==> src/rtl/regfile_wb_ctrl_if.sv <==
// Issue, write-back and register-file port bundle for the write-back controller.
// The pipeline side drives the master view and the controller uses the slave view.
interface regfile_wb_ctrl_if #(
  parameter int XLEN  = 32,
  parameter int NREGS = 32
);
  logic              issue_valid;
  logic [4:0]        issue_rs1;
  logic [4:0]        issue_rs2;
  logic [4:0]        issue_rd;
  logic              issue_stall;

  logic              alu_wb_valid;
  logic [4:0]        alu_wb_rd;
  logic [XLEN-1:0]   alu_wb_data;
  logic              alu_wb_ready;

  logic              lsu_wb_valid;
  logic [4:0]        lsu_wb_rd;
  logic [XLEN-1:0]   lsu_wb_data;
  logic              lsu_wb_ready;

  logic [4:0]        rf_rd_address;
  logic [XLEN-1:0]   rf_rd_value;
  logic [NREGS-1:0]  busy;
  logic              sb_err;

  modport master (
    output issue_valid, issue_rs1, issue_rs2, issue_rd,
    output alu_wb_valid, alu_wb_rd, alu_wb_data,
    output lsu_wb_valid, lsu_wb_rd, lsu_wb_data,
    input  issue_stall, alu_wb_ready, lsu_wb_ready,
    input  rf_rd_address, rf_rd_value, busy, sb_err
  );

  modport slave (
    input  issue_valid, issue_rs1, issue_rs2, issue_rd,
    input  alu_wb_valid, alu_wb_rd, alu_wb_data,
    input  lsu_wb_valid, lsu_wb_rd, lsu_wb_data,
    output issue_stall, alu_wb_ready, lsu_wb_ready,
    output rf_rd_address, rf_rd_value, busy, sb_err
  );
endinterface

==> src/rtl/regfile_wb_ctrl.sv <==
// Write-back controller for the RV32I register file: pending-write scoreboard,
// RAW/WAW issue stall and round-robin arbitration of the single write port.
module regfile_wb_ctrl #(
  parameter int XLEN  = 32,
  parameter int NREGS = 32
) (
  input logic                clk,
  input logic                reset,
  regfile_wb_ctrl_if.slave   bus
);

  typedef enum logic {
    SRC_ALU = 1'b0,
    SRC_LSU = 1'b1
  } wb_src_e;

  wb_src_e           rr_pri;
  logic [NREGS-1:0]  busy_q;
  logic [NREGS-1:0]  busy_next;
  logic [4:0]        rf_addr_q;
  logic [XLEN-1:0]   rf_val_q;
  logic              sb_err_q;

  logic              alu_grant;
  logic              lsu_grant;
  logic              wb_fire;
  logic [4:0]        wb_rd;
  logic [XLEN-1:0]   wb_data;
  logic              issue_accept;
  logic              err_set;
  logic              contention;

  // busy_q[0] is never set, so x0 operands fall straight through the OR.
  assign bus.issue_stall = bus.issue_valid &
                           (busy_q[bus.issue_rs1] | busy_q[bus.issue_rs2] | busy_q[bus.issue_rd]);
  assign issue_accept    = bus.issue_valid & ~bus.issue_stall;

  assign contention = bus.alu_wb_valid & bus.lsu_wb_valid;

  // NOTE: every output of a combinational block gets a default first, otherwise
  // a path that skips the assignment infers a latch.
  always_comb begin
    alu_grant = 1'b0;
    lsu_grant = 1'b0;
    if (contention) begin
      if (rr_pri == SRC_ALU) alu_grant = 1'b1;
      else                   lsu_grant = 1'b1;
    end else begin
      alu_grant = bus.alu_wb_valid;
      lsu_grant = bus.lsu_wb_valid;
    end
  end

  assign bus.alu_wb_ready = alu_grant;
  assign bus.lsu_wb_ready = lsu_grant;

  assign wb_fire = alu_grant | lsu_grant;
  assign wb_rd   = lsu_grant ? bus.lsu_wb_rd   : bus.alu_wb_rd;
  assign wb_data = lsu_grant ? bus.lsu_wb_data : bus.alu_wb_data;

  // A write-back to a register nobody is waiting on is a pipeline bug.
  assign err_set = wb_fire & (wb_rd != 5'd0) & ~busy_q[wb_rd];

  // Clear first, then set, so an issue and a write-back to the same rd leave it pending.
  always_comb begin
    busy_next = busy_q;
    if (wb_fire && wb_rd != 5'd0)
      busy_next[wb_rd] = 1'b0;
    if (issue_accept && bus.issue_rd != 5'd0)
      busy_next[bus.issue_rd] = 1'b1;
    busy_next[0] = 1'b0;
  end

  // NOTE: sequential state uses non-blocking assignments so every flop samples
  // pre-edge values regardless of statement order.
  always_ff @(posedge clk) begin
    if (reset) begin
      busy_q    <= '0;
      rf_addr_q <= 5'd0;
      rf_val_q  <= '0;
      sb_err_q  <= 1'b0;
      rr_pri    <= SRC_ALU;
    end else begin
      busy_q   <= busy_next;
      sb_err_q <= sb_err_q | err_set;
      if (contention)
        rr_pri <= (rr_pri == SRC_ALU) ? SRC_LSU : SRC_ALU;
      if (wb_fire) begin
        rf_addr_q <= wb_rd;
        rf_val_q  <= wb_data;
      end else begin
        rf_addr_q <= 5'd0;
      end
    end
  end

  assign bus.rf_rd_address = rf_addr_q;
  assign bus.rf_rd_value   = rf_val_q;
  assign bus.busy          = busy_q;
  assign bus.sb_err        = sb_err_q;

endmodule
==> src/flat_wrapper.sv <==
// flat-port wrapper written by rule: the top's interface ports become plain ports
module regfile_wb_ctrl_flat 
#(
  parameter int XLEN  = 32,
  parameter int NREGS = 32
)
  (clk, reset, bus_issue_valid, bus_issue_rs1, bus_issue_rs2, bus_issue_rd, bus_alu_wb_valid, bus_alu_wb_rd, bus_alu_wb_data, bus_lsu_wb_valid, bus_lsu_wb_rd, bus_lsu_wb_data, bus_issue_stall, bus_alu_wb_ready, bus_lsu_wb_ready, bus_rf_rd_address, bus_rf_rd_value, bus_busy, bus_sb_err);
  regfile_wb_ctrl_if #(.XLEN(XLEN), .NREGS(NREGS)) bus_i ();
  input logic clk;
  input logic reset;
  input wire logic [$bits(bus_i.issue_valid)-1:0] bus_issue_valid;
  input wire logic [$bits(bus_i.issue_rs1)-1:0] bus_issue_rs1;
  input wire logic [$bits(bus_i.issue_rs2)-1:0] bus_issue_rs2;
  input wire logic [$bits(bus_i.issue_rd)-1:0] bus_issue_rd;
  input wire logic [$bits(bus_i.alu_wb_valid)-1:0] bus_alu_wb_valid;
  input wire logic [$bits(bus_i.alu_wb_rd)-1:0] bus_alu_wb_rd;
  input wire logic [$bits(bus_i.alu_wb_data)-1:0] bus_alu_wb_data;
  input wire logic [$bits(bus_i.lsu_wb_valid)-1:0] bus_lsu_wb_valid;
  input wire logic [$bits(bus_i.lsu_wb_rd)-1:0] bus_lsu_wb_rd;
  input wire logic [$bits(bus_i.lsu_wb_data)-1:0] bus_lsu_wb_data;
  output wire logic [$bits(bus_i.issue_stall)-1:0] bus_issue_stall;
  output wire logic [$bits(bus_i.alu_wb_ready)-1:0] bus_alu_wb_ready;
  output wire logic [$bits(bus_i.lsu_wb_ready)-1:0] bus_lsu_wb_ready;
  output wire logic [$bits(bus_i.rf_rd_address)-1:0] bus_rf_rd_address;
  output wire logic [$bits(bus_i.rf_rd_value)-1:0] bus_rf_rd_value;
  output wire logic [$bits(bus_i.busy)-1:0] bus_busy;
  output wire logic [$bits(bus_i.sb_err)-1:0] bus_sb_err;
  assign bus_i.issue_valid = bus_issue_valid;
  assign bus_i.issue_rs1 = bus_issue_rs1;
  assign bus_i.issue_rs2 = bus_issue_rs2;
  assign bus_i.issue_rd = bus_issue_rd;
  assign bus_i.alu_wb_valid = bus_alu_wb_valid;
  assign bus_i.alu_wb_rd = bus_alu_wb_rd;
  assign bus_i.alu_wb_data = bus_alu_wb_data;
  assign bus_i.lsu_wb_valid = bus_lsu_wb_valid;
  assign bus_i.lsu_wb_rd = bus_lsu_wb_rd;
  assign bus_i.lsu_wb_data = bus_lsu_wb_data;
  assign bus_issue_stall = bus_i.issue_stall;
  assign bus_alu_wb_ready = bus_i.alu_wb_ready;
  assign bus_lsu_wb_ready = bus_i.lsu_wb_ready;
  assign bus_rf_rd_address = bus_i.rf_rd_address;
  assign bus_rf_rd_value = bus_i.rf_rd_value;
  assign bus_busy = bus_i.busy;
  assign bus_sb_err = bus_i.sb_err;
  regfile_wb_ctrl #(.XLEN(XLEN), .NREGS(NREGS)) u_core (.clk(clk), .reset(reset), .bus(bus_i));
endmodule
==> config.mk <==
export PLATFORM = sky130hd
export DESIGN_NAME = regfile_wb_ctrl_flat
export DESIGN_NICKNAME = d
export VERILOG_FILES = /design/src/rtl/regfile_wb_ctrl_if.sv /design/src/rtl/regfile_wb_ctrl.sv /design/src/flat_wrapper.sv
export SDC_FILE = /design/constraint.sdc
export NUM_CORES = 1
export LEC_CHECK = 0
export ABC_AREA = 1
export CORE_MARGIN = 3
export CORE_UTILIZATION = 50
export DETAILED_ROUTE_END_ITERATION = 6
export DONT_BUFFER_PORTS = 1
export PLACE_DENSITY = 0.7
export SLEW_MARGIN = 20
export SYNTH_ARGS = -nofsm -noshare
export SYNTH_HDL_FRONTEND = slang
export SYNTH_SLANG_ARGS = --single-unit
==> constraint.sdc <==
create_clock -name clk -period 2.3 [get_ports clk]
set_clock_uncertainty 0.2 [all_clocks]
set_input_delay 0.345 -clock clk [delete_from_list [all_inputs] [get_ports clk]]
set_output_delay 0.345 -clock clk [all_outputs]
set_load 0.05 [all_outputs]
Yosys cells after proc, flatten, opt, wreduce, memory -nomap -nowiden
Index checks and enable logic that the tools add are counted.
{ "word_totals": {"reg_bits": 71, "output_inout_bits": 73, "elab_cells": 54} }
{ "classes": {"n_lt_le_gt_ge": 6, "muxes": 20, "n_bitwise": 15, "reduce_logical": 7} }
{ "ops": {"columns": ["operator", "count"], "rows": [
  ["2-to-1 mux 32 bit", 3],
  ["AND 32 bit", 1],
  ["NOT 32 bit", 1],
  ["OR 32 bit", 1],
  ["< comparator 5 x 6 -> 1 bit (second input constant)", 4],
  ["binary-select mux 1 bit (select 5 bit)", 4],
  ["demux 1 bit (select 5 bit)", 2],
  ["greater-or-equal comparator 5 x 1 -> 1 bit (second input constant)", 2],
  ["2-to-1 mux 1 bit", 10],
  ["nonzero test 5 bit", 2],
  ["AND 1 bit", 5],
  ["2-to-1 mux 5 bit", 1],
  ["logical AND 1 bit", 4],
  ["OR 1 bit", 4],
  ["NOT 1 bit", 3],
  ["OR reduction 2 bit", 1]
]} }

Longest topological paths before layout
Gate-level depths: netlist (run 1).
{ "logic_depth": {"ltp_word": 12, "ltp_mapped": 16} }

Worst setup path after synthesis (run 1)
Ideal clock, no wire load.
{ "synth_path": {"path_type": "reg-to-output", "from": "reg u_core.busy_q[17], in the netlist u_core.bus.busy[17]", "to": "out bus_issue_stall", "t_arrival_ns": 2.141, "required_time_ns": 1.755, "path_slack_ns": -0.386, "path_stages_with_launch": 12, "path_cell_list": "dfxtp_1 > inv_1 > a21oi_1 > o21ai_0 > nand3_1 > nand3_1 > nand2_1 > nand2_1 > nand2_1 > nor2_2 > buf_4 > nor2_1"} }
{ "synth_via": {"elab_chain_len": 5} }
{ "synth_lines": {"columns": ["element", "line", "text"], "rows": [
  ["from (decl)", "regfile_wb_ctrl.sv:18", "logic [NREGS-1:0] busy_q;"],
  ["from (signal assigned)", "regfile_wb_ctrl.sv:84", "busy_q <= busy_next;"],
  ["binary-select mux 1 bit (select 5 bit)", "regfile_wb_ctrl.sv:35", "(busy_q[bus.issue_rs1] | busy_q[bus.issue_rs2] | busy_q[bus.issue_rd]);"],
  ["2-to-1 mux 1 bit (implied by the code)", "regfile_wb_ctrl.sv:35", null],
  ["OR 1 bit", "regfile_wb_ctrl.sv:35", null],
  ["OR 1 bit *", "regfile_wb_ctrl.sv:35", null],
  ["AND 1 bit *", "regfile_wb_ctrl.sv:34", "assign bus.issue_stall = bus.issue_valid &"],
  ["to (decl)", "flat_wrapper.sv:21", "output wire logic [$bits(bus_i.issue_stall)-1:0] bus_issue_stall;"]
]} }
Mark *: on every way between the ends. The rest lies on a longest branch, timed or not. The select of a mux whose other input is x is not followed.

Final worst setup path (run 1)
{ "layout_path": {"from": "reg u_core.busy_q[23], in the netlist u_core.bus.busy[23]", "to": "out bus_issue_stall"} }
Same word-level chain as after synthesis.

==> impl_results.md, run 1 <==
* Highest clock frequency the design can meet at 0.4428 GHz
* Worst IR drop on VDD at 650.6 uV
* Net count of the finished layout at 934
* Clock tree buffer depth at 2
* Antenna Nets Post-Route at 0
* Cell with the most instances after synthesis: sky130_fd_sc_hd__nand2_1
* TritonCTS clock tree: done
* Global-route total usage across every layer at 32.02%
* Area of the multi-input gates at 2696 um2
* Die area at 10200 um2
* Metal2 WL at 8087 um
* Final critical-path setup slack at 41.53 ps
* Failing checks: design-rule violations
* Die Width at 101.0 um
* Maximum number of pins on one net before global-route repair at 38
* Placed wire-length estimate after detailed placement at 11620 um
* Cell chosen for the clock root: sky130_fd_sc_hd__clkbuf_8
* Nature of the critical path startpoint: flop
* Port Buffers at 0
* Total Wirelength at 16940 um
* Cell types occupying the most area after synthesis: sky130_fd_sc_hd__dfxtp_1, sky130_fd_sc_hd__nand2_1, sky130_fd_sc_hd__nor2_1
* Part of the Yosys area used for sequential elements at 31.05%
* N_diodes at 0
* Router iterations before antenna repair at 7
* Final Hold Viols at 0
* Wire length per cell after detailed routing at 17.77 um
* Worst skew pair latency at 340 ps
* Global-route wire length before repair at 26050 um
* Nets in the synthesized netlist at 851
* Synthesized netlist cell count at 757
* Pre-CTS setup slack at 57.00 ps
* Share of final-layout standard cells stronger than drive strength 1 at 16.09%
* Share of flip-flops with an asynchronous set or reset at 0%
* Vias in the first global route at 5103
* Clock H-tree levels at 3
* Top cell type's share of synthesized area at 31.05%
* Final-report max-slew violation count at 0
* Final setup viols at 0
* Initial antenna violation count at 0
* Final Power at 3.266 mW
* 1st-iter DRT viols at 652
* Number of enable-type register cells in the synthesized netlist at 0
* Leakage component of the power at 2.528 nW
* Met3 wire length at 1880 um
* Setup repair after global routing missed its margin: true
* Std-Cell Rows at 34
* Placeable core area at 8763 um2
* Number of vias per cell after detailed routing at 5.899
* Required time at the worst-slack endpoint at 1750 ps
* Number of fill cells in the layout at 794
* Data arrival at the endpoint of the critical path at 1710 ps
* Total congestion overflow after global routing at 0
* Ys flop type: sky130_fd_sc_hd__dfxtp_1
* Biggest area consumer among synthesized cells: sky130_fd_sc_hd__dfxtp_1
* Area grow syn2layout at 29.39%
* Startpoint-to-endpoint class of the critical path: flop to output pin
* Number of CTS-inserted buffers at 9
* Slew at the pin with the worst max-slew slack at 1103 ps
* Worst max-slew margin expressed relative to the limit at 26.21%
* Outcome: finished with violations
* Initial core utilization at 51.50%
* Top cells by instance count after synthesis: sky130_fd_sc_hd__nand2_1, sky130_fd_sc_hd__nor2_1, sky130_fd_sc_hd__nand3_1
* Top routing layer in use: met4
* Number of remaining DRC errors at 7
* Count of vias placed by the detailed router at 5622
* Endpoint class of the critical path: output pin
* Power Dens Cells at 559.4 nW/um2
* Number of I/O pins at 167
* Total of warnings raised by yosys at 0
* Max FO, Critical Path at 5
* Count of state elements after synthesis at 70
* Clock slew at reported path FFs at 80 ps
* Combined area of all synthesized cells at 4513 um2
* Count of maximum capacitance violations at 0
* Part of the cycle the worst path needs at 98.19%
* Die height at 101.0 um
* Weighted congestion reported at the end of routability-driven placement at 0.9224
* Storage element area at 1468 um2
* Wire length on met1 at 6693 um
* Minimum clock period at 2258 ps
* Sinks on Clock Net at 70
* Synth Area per Inst at 5.962 um2
* Type of the most critical hold path: primary input to flop
* Setup total negative slack at 0 ps
* Netlist cell types at 23
==> per-stage QoR <==
step | util, % | hold slack [ps] | cell area (um2) | cells
floorplan | - | 263.6 | 4522 | 757
global placement | 55.51 | 216.9 | 4865 | 877
detailed placement | 55.51 | 222.3 | 4865 | 877
CTS | 65.48 | 0.3887 | 5738 | 952
global route | 66.63 | 12.79 | 5839 | 953
finish | 66.63 | 11.76 | 5839 | 953
==> final timing paths <==
kind / start / endpoint / slack, ps / cells after the start
worst max-delay path: u_core.bus.busy[23] / bus_issue_stall / 40 / 10
worst min-delay path: bus_lsu_wb_data[10] / u_core.bus.rf_rd_value[10] / 10 / 2
worst max register to register: u_core.rr_pri / u_core.bus.rf_rd_value[11] / 100 / 6
worst min register to register: u_core.rr_pri / u_core.rr_pri / 310 / 2
==> per-layer routing <==
| layer | up-vias | track usage, % |
|---|---|---|
| met5 | - | 0 |
| met4 | 0 | 9.202 |
| met3 | 31 | 6.920 |
| met2 | 341 | 51.29 |
| met1 | 2579 | 43.38 |
| li1 | 2671 | - |
==> critical path, cell delays in order (launching register included) <==
cell and delay (ps):
sky130_fd_sc_hd__dfxtp_2 410, sky130_fd_sc_hd__inv_1 80, sky130_fd_sc_hd__nand2_1 60, sky130_fd_sc_hd__o211ai_1 80, sky130_fd_sc_hd__nand3_1 100, sky130_fd_sc_hd__nand3_1 80, sky130_fd_sc_hd__nand2_1 60, sky130_fd_sc_hd__nand2_1 50
sky130_fd_sc_hd__nand2_2 110, sky130_fd_sc_hd__nor2_4 50, sky130_fd_sc_hd__nor2_4 290
==> cell type report <==
| class | instances | area share [%] |
|---|---|---|
| inverter | 78 | 5.014 |
| tap | 108 | 2.314 |
| timing repair buffer | 113 | 17.57 |
| sequential | 70 | 25.13 |
| multi-input combinational | 568 | 46.18 |
| clock inverter | 6 | 1.607 |
| clock buffer | 10 | 2.186 |
==> cells in the final DEF (no fill, tap or decap), types with 4 or more instances in the layout <==
master                            n
sky130_fd_sc_hd__buf_6            4
sky130_fd_sc_hd__a21oi_2          5
sky130_fd_sc_hd__nand2_1        175
sky130_fd_sc_hd__nand3_1         85
sky130_fd_sc_hd__clkbuf_8         9
sky130_fd_sc_hd__dfxtp_4         12
sky130_fd_sc_hd__dlygate4sd3_1   55
sky130_fd_sc_hd__o211ai_1         9
sky130_fd_sc_hd__o21ai_0         42
sky130_fd_sc_hd__buf_4           52
sky130_fd_sc_hd__nand2_2          5
sky130_fd_sc_hd__a21oi_1         37
sky130_fd_sc_hd__nor2_2           8
sky130_fd_sc_hd__o31ai_1         32
sky130_fd_sc_hd__inv_2            9
sky130_fd_sc_hd__nor2_1         116
sky130_fd_sc_hd__dfxtp_1         41
sky130_fd_sc_hd__nor3_1           7
sky130_fd_sc_hd__dfxtp_2         17
sky130_fd_sc_hd__nand4_1         31
sky130_fd_sc_hd__inv_1           67
sky130_fd_sc_hd__o21ai_1          8
==> what timing repair did <==
| item | in CTS | in global routing |
|---|---|---|
| cloned | 0 | 1 |
| endpoints found under the setup margin | 1 | 30 |
| hold endpoints to repair | 63 | 0 |
| gates resized for setup | 39 | 39 |
| buffers inserted | 3 | 0 |
| hold buffers | 56 | 0 |
| pin swaps | 6 | 8 |
==> kinds of logic after synthesis <==
family,synth area share (%)
buf+inv,10.92
flops,31.05
simple gates,40.37
compound gates,17.58
other cells,0.08309
==> where the power goes <==
| part | total, mW | internal (mW) | switching (mW) | leakage, nW |
|---|---|---|---|---|
| registers | 1.49 | 1.26 | 0.235 | 0.592 |
| logic | 0.638 | 0.249 | 0.389 | 1.83 |
| clock network | 1.13 | 0.619 | 0.515 | 0.107 |
==> flip-flops by register name, summed over array words and instances, names as in the netlist <==
name                      cells
u_core.rr_pri                 1
u_core.bus.rf_rd_address      5
u_core.bus.rf_rd_value       32
u_core.bus.sb_err             1
u_core.bus.busy              31
Power figures use the tool's default switching activity.
==> inputs of run 2 (changes only) <==
--- a/config.mk
+++ b/config.mk
@@ -8,9 +8,11 @@
 export ABC_AREA = 1
 export CORE_MARGIN = 3
 export CORE_UTILIZATION = 50
+export CTS_BUF_LIST = sky130_fd_sc_hd__clkbuf_16
 export DETAILED_ROUTE_END_ITERATION = 6
 export DONT_BUFFER_PORTS = 1
 export PLACE_DENSITY = 0.7
+export SKIP_LAST_GASP = 1
 export SLEW_MARGIN = 20
 export SYNTH_ARGS = -nofsm -noshare
 export SYNTH_HDL_FRONTEND = slang
==> run 2 against run 1 <==
The flow still finishes with violations (design-rule violations); count of clock-buffer cells in the layout shrank 1; first-iteration DRC count shrank 3.5%; core utilization fell by 5.0 points; final area is 7.5% lower; sequential power is essentially flat; global-route usage down 2.0 points; final cell count down 5.0%; flip-flop and latch count did not move; sequential share of layout area rose by 2.0 points; worst hold slack got worse by 11 ps; clock power is 35% higher.
==> impl_results.md, run 2 (synthesized netlist as in run 1, its figures left out) <==
* Outcome: finished with violations
* Failing checks: design-rule violations
* Count of buffering cells on the critical path with inverters included at 1 (unchanged)
* CP Cell Sequence: inv_1, a21oi_1, o21ai_1, nand3_1, nand3_1, nand2_1, nand2_1, nand2_2, nor2_4, nor2_4
* Part of the cycle the worst path needs at 98.78% (+0.58 points)
* Final setup viols at 0 (unchanged)
* Die area at 10200 um2 (unchanged)
* Power dissipated by switching net loads at 1.174 mW (+3.0%)
* Max reg flops at 32 (unchanged)
* Die Width at 101.0 um (unchanged)
* Leading cell types in the layout, fill and taps excluded: sky130_fd_sc_hd__nand2_1, sky130_fd_sc_hd__nor2_1, sky130_fd_sc_hd__nand3_1
* Proportion of power drawn by the clock network at 43.1% (+8.4 points)
* Pre-CTS setup slack at 57.00 ps (unchanged)
* Final-report max-slew violation count at 0 (unchanged)
* Cell family with most CP delay: simple AND/OR/NAND/NOR gates
* Number of cells after detailed placement at 877 (unchanged)
* Clock tree buffer depth at 2 (unchanged)
* Router iterations before antenna repair at 7 (unchanged)
* Number of I/O pins at 167 (unchanged)
* Die height at 101.0 um (unchanged)
* Wire length per cell after detailed routing at 17.81 um (+0.21%)
* TritonCTS clock tree: done
* Number of vias per cell after detailed routing at 6.009 (+1.9%)
* Antenna Nets Post-Route at 0 (unchanged)
* Share of final-layout standard cells stronger than drive strength 1 at 16.06% (-0.034 points)
* Net switching fraction of the power at 32.99% (-1.9 points)
* Number of CTS-inserted buffers at 9 (unchanged)
* Number of fill cells in the layout at 849 (+6.9%)
* Weighted congestion reported at the end of routability-driven placement at 0.9224 (unchanged)
* Total Wirelength at 16120 um (-4.8%)
* Required time at the worst-slack endpoint at 1750 ps (about the same)
* Placeable core area at 8763 um2 (unchanged)
* Final critical-path setup slack at 28.14 ps (-13.39 ps)
* Met3 wire length at 1939 um (+3.1%)
* Global-route wire length before repair at 24350 um (-6.5%)
* Startpoint-to-endpoint class of the critical path: flop to output pin
* Setup repair after global routing missed its margin: true
* Endpoint class of the critical path: output pin
* Net count of the finished layout at 886 (-5.1%)
* Maximum number of pins on one net before global-route repair at 38 (unchanged)
* Worst skew pair latency at 340 ps (about the same)
* Wire length on met1 at 6383 um (-4.6%)
* Placed wire-length estimate after detailed placement at 11620 um (unchanged)
* Leakage component of the power at 2.334 nW (-7.7%)
* Metal2 WL at 7495 um (-7.3%)
* Final Hold Viols at 0 (unchanged)
* Worst max-slew margin expressed relative to the limit at 32.90% (+6.7 points)
* Slew at the pin with the worst max-slew slack at 1003 ps (-100.1 ps)
* N_diodes at 0 (unchanged)
* Flop pwr share at 42.0% (-3.7 points)
* Hold slack at 0.5018 ps (-11.26 ps)
* Sinks on Clock Net at 70 (unchanged)
* Top routing layer in use: met4
* Initial antenna violation count at 0 (unchanged)
* Clock H-tree levels at 3 (unchanged)
* Global-route total usage across every layer at 29.98% (-2.0 points)
* Cell chosen for the clock root: sky130_fd_sc_hd__clkbuf_16
* Biggest cell delay along the critical path at 380 ps (-30 ps)
* Minimum clock period at 2272 ps (+13.39 ps)
* Leading cell type in the layout, fill and taps excluded: sky130_fd_sc_hd__nand2_1
* Cell with the biggest individual delay on the critical path: sky130_fd_sc_hd__dfxtp_4
* Max FO, Critical Path at 4 (-1)
* Nature of the critical path startpoint: flop
* Clock slew at reported path FFs at 70 ps (about the same)
* Setup total negative slack at 0 ps (unchanged)
* Port Buffers at 0 (unchanged)
* Highest clock frequency the design can meet at 0.4402 GHz (-0.59%)
* Area grow syn2layout at 19.74%
* Type of the most critical hold path: primary input to flop
* Total congestion overflow after global routing at 0 (unchanged)
* Final instance count without filler cells at 905 (-5.0%)
* Count of maximum capacitance violations at 0 (unchanged)
* Std-Cell Rows at 34 (unchanged)
* Combinational Power Share at 15.0% (-4.5 points)
* Power Dens Cells at 658.4 nW/um2 (+18%)
* Internal Power at 2.384 mW (+12%)
* Initial core utilization at 51.50% (unchanged)
* Count of vias placed by the detailed router at 5438 (-3.3%)
* Worst IR drop on VDD at 534.2 uV (-18%)
* Vias in the first global route at 4675 (-8.4%)
* Number of remaining DRC errors at 4 (-3)
* Data arrival at the endpoint of the critical path at 1730 ps (+20 ps)
* 1st-iter DRT viols at 629 (-3.5%)
==> run 2: changes by cell type in the layout (fill, tap and decap cells not counted), sizes merged <==
cell         previous run  this run
dlygate4sd3            55         6
a21oi                  43        42
buf                    58        59
inv                    77        78
==> run 2: worst paths after layout <==
check / from / slack, ps / cells after the start / to
max: u_core.bus.busy[18] / 30 / 10 / bus_issue_stall
min: bus_lsu_wb_data[7] / 0.5 / 2 / u_core.bus.rf_rd_value[7]
max reg2reg: u_core.rr_pri / 110 / 10 / u_core.bus.busy[2]
min reg2reg: u_core.rr_pri / 310 / 2 / u_core.rr_pri
==> run 2: worst register-to-register path: stages, from the launching register on <==
cell and delay, ps:
sky130_fd_sc_hd__dfxtp_1 350, sky130_fd_sc_hd__inv_1 90, sky130_fd_sc_hd__nand3_1 110, sky130_fd_sc_hd__nand2_2 120, sky130_fd_sc_hd__nand2_1 90, sky130_fd_sc_hd__nand2_1 110
sky130_fd_sc_hd__buf_4 200, sky130_fd_sc_hd__nor2_1 220, sky130_fd_sc_hd__nand2_2 210, sky130_fd_sc_hd__o21ai_1 250, sky130_fd_sc_hd__a21oi_1 110
==> run 2: per-layer routing <==
metal  global-route usage (%)  vias to the layer above
met5                        0                        -
met4                    7.771                        0
met3                    7.612                       32
met2                    46.18                      348
met1                    41.84                     2483
li1                         -                     2575
==> run 2: final cells by class <==
class	count	area (um2)	area share [%]
clock buffers	9	225.2	4.168
multi-input cells	567	2665	49.32
inverters	78	292.8	5.418
flip-flops and latches	70	1468	27.16
repair buffers	66	520.5	9.632
clock inverters	7	97.59	1.806
well taps	108	135.1	2.501
==> run 2: what timing repair did <==
| action | in CTS | in global routing |
|---|---|---|
| pin swaps | 5 | 3 |
| endpoints found under the setup margin | 1 | 23 |
| hold buffers | 4 | 3 |
| buffers inserted | 2 | 3 |
| endpoints found under the hold margin | 35 | 3 |
| resized for setup | 34 | 26 |
| cloned | 0 | 0 |
==> run 2: metrics by stage <==
| stage | total power [mW] | instance area (um2) | util (%) |
|---|---|---|---|
| 5_1_grt | 3.679 | 5404 | 61.66 |
| 3_5_place_dp | 2.009 | 4865 | 55.51 |
| 3_3_place_gp | 1.998 | 4865 | 55.51 |
| 6_report | 3.558 | 5404 | 61.66 |
| 2_1_floorplan | 1.910 | 4522 | - |
| 4_1_cts | 3.552 | 5306 | 60.55 |
==> run 2: power by group through the flow <==
stage          clock network [mW]  registers (mW)  logic [mW]
3_3_place_gp                    0            1.53       0.467
6_report                     1.53            1.49       0.533
2_1_floorplan                   0            1.53       0.377
3_5_place_dp                    0            1.53       0.476
5_1_grt                      1.60            1.50       0.581
4_1_cts                      1.54            1.50       0.511
